--- config.mk ---
export PLATFORM = sky130hd
export DESIGN_NAME = rvvi_retire_serializer
export DESIGN_NICKNAME = d
export VERILOG_FILES = /design/src/rtl/rvvi_retire_serializer.sv
export SDC_FILE = /design/constraint.sdc
export NUM_CORES = 2
export LEC_CHECK = 0
export BUFFER_PORTS_ARGS = -buffer_cell sky130_fd_sc_hd__clkbuf_2
export CAP_MARGIN = 0
export CORE_MARGIN = 2
export CORE_UTILIZATION = 45
export CTS_BUF_LIST = sky130_fd_sc_hd__clkbuf_16
export DETAILED_ROUTE_END_ITERATION = 8
export PLACE_DENSITY = 0.62
export RECOVER_POWER = 25
export REMOVE_ABC_BUFFERS = 1
export SYNTH_ARGS = -nofsm -noshare
export SYNTH_HDL_FRONTEND = slang
export SYNTH_SLANG_ARGS = --single-unit
--- constraint.sdc ---
create_clock -name clk -period 110.7 [get_ports clk]
set_input_delay 22.14 -clock clk [delete_from_list [all_inputs] [get_ports clk]]
set_output_delay 22.14 -clock clk [all_outputs]
set_load 0.01 [all_outputs]
--- src/rtl/rvvi_retire_serializer.sv ---
// Captures up to NHART*RETIRE retirement records per cycle into a FIFO and replays them
// one per cycle in retirement order, tagged with a global sequence number.
module rvvi_retire_serializer #(
    parameter int unsigned NHART  = 1,
    parameter int unsigned RETIRE = 1,
    parameter int unsigned ILEN   = 32,
    parameter int unsigned XLEN   = 64,
    parameter int unsigned DEPTH  = 16,
    parameter int unsigned SEQW   = 32
) (
    input  logic                           clk,
    input  logic                           reset,
    input  logic [NHART*RETIRE-1:0]        in_valid,
    input  logic [NHART*RETIRE*ILEN-1:0]   in_insn,
    input  logic [NHART*RETIRE*XLEN-1:0]   in_pc,
    input  logic [NHART*RETIRE-1:0]        in_trap,
    output logic                           out_valid,
    input  logic                           out_ready,
    output logic [$clog2(NHART):0]         out_hart,
    output logic [$clog2(RETIRE):0]        out_slot,
    output logic [ILEN-1:0]                out_insn,
    output logic [XLEN-1:0]                out_pc,
    output logic                           out_trap,
    output logic [SEQW-1:0]                out_seq,
    output logic [$clog2(DEPTH):0]         count,
    output logic                           overflow,
    output logic [15:0]                    drop_cnt
);

    localparam int unsigned NSLOT = NHART * RETIRE;
    localparam int unsigned PW    = $clog2(DEPTH);
    localparam int unsigned CW    = PW + 1;
    localparam int unsigned HW    = $clog2(NHART) + 1;
    localparam int unsigned SW    = $clog2(RETIRE) + 1;

    typedef struct packed {
        logic [HW-1:0]   hart;
        logic [SW-1:0]   slot;
        logic [ILEN-1:0] insn;
        logic [XLEN-1:0] pc;
        logic            trap;
        logic [SEQW-1:0] seq;
    } rec_t;

    rec_t            r_mem [DEPTH];
    rec_t            r_hold;
    logic [PW-1:0]   r_wr;
    logic [PW-1:0]   r_rd;
    logic [CW-1:0]   r_count;
    logic [SEQW-1:0] r_seq;
    logic            r_overflow;
    logic [15:0]     r_drop;

    rec_t            w_rec  [NSLOT];
    logic [CW-1:0]   w_rank [NSLOT];
    logic [CW-1:0]   w_n;
    logic [CW-1:0]   w_free;
    logic [CW-1:0]   w_acc;
    logic [CW-1:0]   w_drop;
    logic [16:0]     w_drop_sum;
    logic            w_pop;
    rec_t            w_head;

    // Rank each valid slot by prefix popcount; seq is assigned even to slots that get dropped.
    always_comb begin
        w_n = '0;
        for (int unsigned i = 0; i < NSLOT; i++) begin
            w_rank[i]     = w_n;
            w_rec[i].hart = HW'(i / RETIRE);
            w_rec[i].slot = SW'(i % RETIRE);
            w_rec[i].insn = in_insn[i*ILEN +: ILEN];
            w_rec[i].pc   = in_pc[i*XLEN +: XLEN];
            w_rec[i].trap = in_trap[i];
            w_rec[i].seq  = r_seq + SEQW'(w_n);
            if (in_valid[i]) begin
                w_n = w_n + 1'b1;
            end
        end
    end

    // Free space ignores this cycle's pop so out_ready never reaches the enqueue path.
    always_comb begin
        w_free     = CW'(DEPTH) - r_count;
        w_acc      = (w_n > w_free) ? w_free : w_n;
        w_drop     = w_n - w_acc;
        w_drop_sum = {1'b0, r_drop} + 17'(w_drop);
        w_pop      = (r_count != '0) && out_ready;
        w_head     = (r_count != '0) ? r_mem[r_rd] : r_hold;
    end

    always_ff @(posedge clk or posedge reset) begin
        if (reset) begin
            for (int unsigned i = 0; i < DEPTH; i++) begin
                r_mem[i] <= '0;
            end
            r_hold     <= '0;
            r_wr       <= '0;
            r_rd       <= '0;
            r_count    <= '0;
            r_seq      <= '0;
            r_overflow <= 1'b0;
            r_drop     <= '0;
        end else begin
            for (int unsigned i = 0; i < NSLOT; i++) begin
                if (in_valid[i] && (w_rank[i] < w_free)) begin
                    r_mem[r_wr + w_rank[i][PW-1:0]] <= w_rec[i];
                end
            end
            if (w_pop) begin
                r_hold <= r_mem[r_rd];
            end
            r_wr    <= r_wr + w_acc[PW-1:0];
            r_rd    <= r_rd + PW'(w_pop);
            r_count <= r_count + w_acc - CW'(w_pop);
            r_seq   <= r_seq + SEQW'(w_n);
            if (w_drop != '0) begin
                r_overflow <= 1'b1;
                r_drop     <= w_drop_sum[16] ? 16'hFFFF : w_drop_sum[15:0];
            end
        end
    end

    assign out_valid = (r_count != '0);
    assign out_hart  = w_head.hart;
    assign out_slot  = w_head.slot;
    assign out_insn  = w_head.insn;
    assign out_pc    = w_head.pc;
    assign out_trap  = w_head.trap;
    assign out_seq   = w_head.seq;
    assign count     = r_count;
    assign overflow  = r_overflow;
    assign drop_cnt  = r_drop;

endmodule

### After elaboration in Yosys (flattened, before gate mapping)

Index checks and enable logic that the tools add are counted.

* flip-flop bits (word level): 2289
* output and inout bits: 154

* add/sub/neg operators: 8
* order comparisons: 5
* multiplexer cells: 10
* bitwise gates (word level): 2
* reductions and logical operators: 5

Operators by type and width (count)
* bitwise mux 2096 bit: 1
* binary-select mux 131 bit (select 4 bit): 1
* demux 131 bit (select 4 bit): 1
* 2-to-1 mux 131 bit: 4
* adder 32 x 5 -> 32 bit: 1
* adder 16 x 5 -> 17 bit: 1
* 2-to-1 mux 16 bit: 1
* greater-or-equal comparator 5 bit (second input constant): 2
* NOT 4 -> 5 bit: 2
* nonzero test 5 bit: 2
* adder 5 bit: 1
* greater-than comparator 5 bit: 1
* less-than comparator 1 x 5 -> 1 bit (first input constant): 1
* less-than comparator 5 x 1 -> 1 bit (second input constant): 1
* 2-to-1 mux 5 bit: 1
* subtractor 5 x 1 -> 5 bit: 1
* subtractor 5 bit: 1
* subtractor 5 bit (first input constant): 1
* adder 4 x 1 -> 4 bit: 1
* adder 4 bit: 1
* logical AND 1 bit: 3
* 2-to-1 mux 1 bit: 1

### Logic depth before layout (Yosys ltp)

* word-level depth: 6
* gate-level depth with buffers: 19
* gate-level depth less buffers: 19

### Least setup slack after synthesis

Ideal clock, no wire load.

* path kind: input-to-reg
* from: input in_valid
* to: register r_drop[10] (netlist: drop_cnt[10])
* data arrival time: 25.123 ns
* data required time: 110.575 ns
* setup slack: 85.452 ns
* stages: 15
* path buffers: 0
* path through: inv_1 -> ha_1 -> nor3_1 -> nand2_1 -> o21ai_0 -> ha_1 -> inv_1 -> ha_1 -> inv_1 -> fa_1 -> nor2b_1 -> o31a_1 -> o21ai_1 -> or3_1 -> mux2_2

* word-level cells in the longest chain between the ends: 6
* elaborated cells between the ends (all ways): 7
* those cells by class: 2 x add/sub; 1 x order compare; 3 x mux; 1 x reduce/logical

Ends and longest elaborated chain
* start, declared: RTL line 13 `input logic [NHART*RETIRE-1:0] in_valid,`
* 2-to-1 mux 1 bit (*): RTL line 75 `if (in_valid[i]) begin`
* greater-than comparator 5 bit: RTL line 84 `w_acc = (w_n > w_free) ? w_free : w_n;`
* 2-to-1 mux 5 bit: RTL line 84
* subtractor 5 bit (*): RTL line 85 `w_drop = w_n - w_acc;`
* adder 16 x 5 -> 17 bit: RTL line 86 `w_drop_sum = {1'b0, r_drop} + 17'(w_drop);`
* 2-to-1 mux 16 bit: RTL line 118 `r_drop <= w_drop_sum[16] ? 16'hFFFF : w_drop_sum[15:0];`
* end signal, assigned: RTL line 118
* end, declared: RTL line 52 `logic [15:0] r_drop;`

Every way passes the cells marked *; elsewhere a longest branch is shown, timed or not.
A chain may end at the register's enable or synchronous reset.

==> impl_metrics.py <==
metrics = {
    "run_status": {
        "outcome": "finished with violations",
        "violations": "capacitance limit, slew limit",
    },
    "timing": {
        "whs_ps": 478,
        "clock_skew_ps": 41.1,
        "fin_ws_ps": 76080,
        "fin_crit_sh_pct": 31.3,
        "min_period_ps": 34630,
        "setup_tns_ps": 0,
        "finalMaxSlewViolations": 1306,
        "max_slew.worst_pin.slew_ps": 9740,
        "fmax_ghz": 0.0289,
        "slew_headroom_pct": -549,
        "rsz0062_at_grt": "false",
        "final-setup-viol-count": 0,
        "final-hold-violation-count": 0,
    },
    "clock_network": {
        "cts_sinks": 2255,
        "ctsLongestPathBuffers": 3,
        "cts_root_buffer": "clkbuf_16",
        "cts_resized": 0,
        "htree_levels": 4,
        "clkTransAtPathRegs_ps": 60,
        "cts_buffers": 235,
        "cts_hold_buf": 0,
        "clk_latency_ps": 870,
        "cts_tree": "yes",
        "postCtsSetupRepairBufs": 0,
    },
    "routing": {
        "drt_iter0_drc": 3828,
        "drtAntennaViolNets": 0,
        "num_vias": 56700,
        "wl_per_cell_um": 25.7,
        "dr.pass1.iters": 5,
        "drc_errors": 0,
        "wirelength_mm": 252,
        "via_per_inst": 5.78,
    },
    "place": {
        "io_buffers": 252,
        "dpl.hpwl_mm": 131,
        "place_congestion": 0.747,
        "placed_cells": 9378,
        "pre_cts_ws_ps": 83270,
        "place_area_mm2": 0.105,
    },
    "power": {
        "power_density_mw_per_mm2": 29.8,
        "ir_worst_vdd_mv": 0.0221,
        "finalPower_mw": 3.34,
        "p_leak_nw": 50.3,
    },
    "grt": {
        "track_usage_pct": 22.1,
        "grt_pass1_vias": 60200,
        "grt-ovfl-total": 0,
        "grt_max_degree": 188,
        "grt_pass1_wl_mm": 388,
        "grt_antenna_before_repair": 21,
    },
    "floorplanning": {
        "core_mm2": 0.225,
        "io_pins": 255,
        "die_h_um": 479,
        "fp-row-count": 174,
        "fp.dieArea_mm2": 0.230,
        "die_x_um": 479,
        "start_util_pct": 45.3,
    },
    "final_layout": {
        "final_area_mm2": 0.112,
        "layout-drive-gt1-share_pct": 47.1,
        "area_growth_pct": 10.3,
        "fin_cells": 9819,
        "fin_nets": 6751,
        "final_core_util_pct": 49.9,
    },
    "synthesis": {
        "syn_inst": 6646,
        "syn-cell-area_mm2": 0.102,
        "yosysTopAreaCell": "dfrtp_1",
        "ys_ff_latch": 2255,
        "synth.area.top_cells": "dfrtp_1 55%, mux2_2 22%, mux4_2 11%",
        "yosysWarnings": 0,
        "synth_edf_count": 0,
        "synth_ff_type": "dfrtp_1",
        "yosysSeqAreaShare_pct": 55.5,
        "synth_top_area_share_pct": 55.5,
        "async_flop_share_pct": 100,
        "yosysUniqueCellTypes": 47,
        "syn_avg_cell_area_um2": 15.3,
    },
    "critical_path": {
        "crit_fanout": 166,
        "worstRegToRegCells": 11,
        "worstSetupStartpointType": "primary input",
        "critPathKind": "in2async",
        "critical_path_arrival_ps": 35480,
        "crit_path_end_kind": "async pin",
        "r2r_start": "count[0]",
        "required_ps": 111560,
        "ff2ff_setup_slack_ps": 99600,
        "timing.rr.end": "r_mem[652]",
        "cp-startpoint": "reset",
        "crit_end": "r_mem[371]",
    },
    "min_path": {
        "hold_path.class": "reg2reg",
    },
    "run": {
        "drv_cap": 19,
    },
}
-- final cells by class --
class / instances / area (um^2)
Multi-Input combinational cell: 3750 / 42300
Clock inverter: 199 / 1540
Fill cell: 19000 / 112000
Clock buffer: 239 / 5980
Antenna cell: 3 / 7.51
Timing Repair Buffer: 349 / 2080
Inverter: 32 / 121
Sequential cell: 2255 / 56400
Tap cell: 2992 / 3740
-- synthesized netlist by cell type, types with 25 or more instances --
cell type / n
buf_4: 36
o22ai_1: 118
buf_2: 238
nor2_1: 37
clkbuf_1: 305
mux4_2: 515
mux2_2: 1982
inv_1: 31
buf_1: 25
o21ai_0: 269
mux2i_1: 133
nand2_1: 291
mux2_4: 98
xnor2_1: 31
dfrtp_1: 2255
a21o_1: 122
-- sequential cells by signal (all words and copies together), names as in the netlist --
register / cells
r_mem: 2064
r_hold: 129
r_seq: 32
drop_cnt: 16
count: 5
r_rd: 4
r_wr: 4
overflow: 1
-- critical path, stage by stage --
cell and delay, ps:
clkbuf_1 100, clkinvlp_2 2690, clkbuf_1 6190, buf_4 1400
buf_4 810, buf_4 790, buf_4 860
-- layer usage --
metal	part of all wire, %	wire length (um)	vias up	GRT usage (%)
met5	0.068	172	-	0
li1	-	-	24400	-
met1	46	117000	30900	31.8
met4	2.0	5120	26	5.35
met3	4.1	10400	360	3.61
met2	47	119000	978	35.2
-- kinds of logic (layout without fill, tap and decap cells) --
| family | Yosys count | after routing | synth area share, % |
|---|---|---|---|
| multiplexers | 2728 | 2728 | 36.1 |
| flip-flops | 2255 | 2255 | 55.5 |
| buffers and inverters | 647 | 819 | 2.89 |
| AO/OA/AOI/OAI | 544 | 544 | 3.17 |
| AND/OR/NAND/NOR | 402 | 402 | 1.65 |
| XOR/XNOR | 41 | 41 | 0.353 |
| adder cells (fa/ha/maj) | 27 | 27 | 0.354 |
| other | 2 | 11 | 0.00738 |
-- worst min-delay path by stage --
stage                     depth (start not counted)        start          end
after floorplan                                   2   r_mem[920]   r_mem[920]
after global placement                            1     overflow     overflow
after detailed placement                          2  r_hold[116]  r_hold[116]
after CTS                                         2  r_hold[103]  r_hold[103]
after global routing                              2   r_hold[99]   r_hold[99]
final                                             2   r_hold[50]   r_hold[50]
-- power breakdown --
part	switching [mW]	internal (mW)	leakage [nW]
Combinational	0.582	0.664	17.9
Sequential	0.173	1.15	28.5
Clock	0.335	0.438	3.90
-- cells in the final DEF, fill, tap and decap left out, types with 31 or more instances in the layout --
cell type and count:
clkinv_1 61, clkbuf_16 239, o21ai_0 269, nor2_1 34, mux4_2 515, a21o_1 122, inv_1 89, dfrtp_1 2251
mux2i_1 133, clkinv_2 38, xnor2_1 31, o22ai_1 118, mux2_4 51, buf_4 69, clkbuf_2 250, mux2_1 47
mux2_2 1982, nand2_1 288
Note: power is estimated with default switching activity, not from simulation.
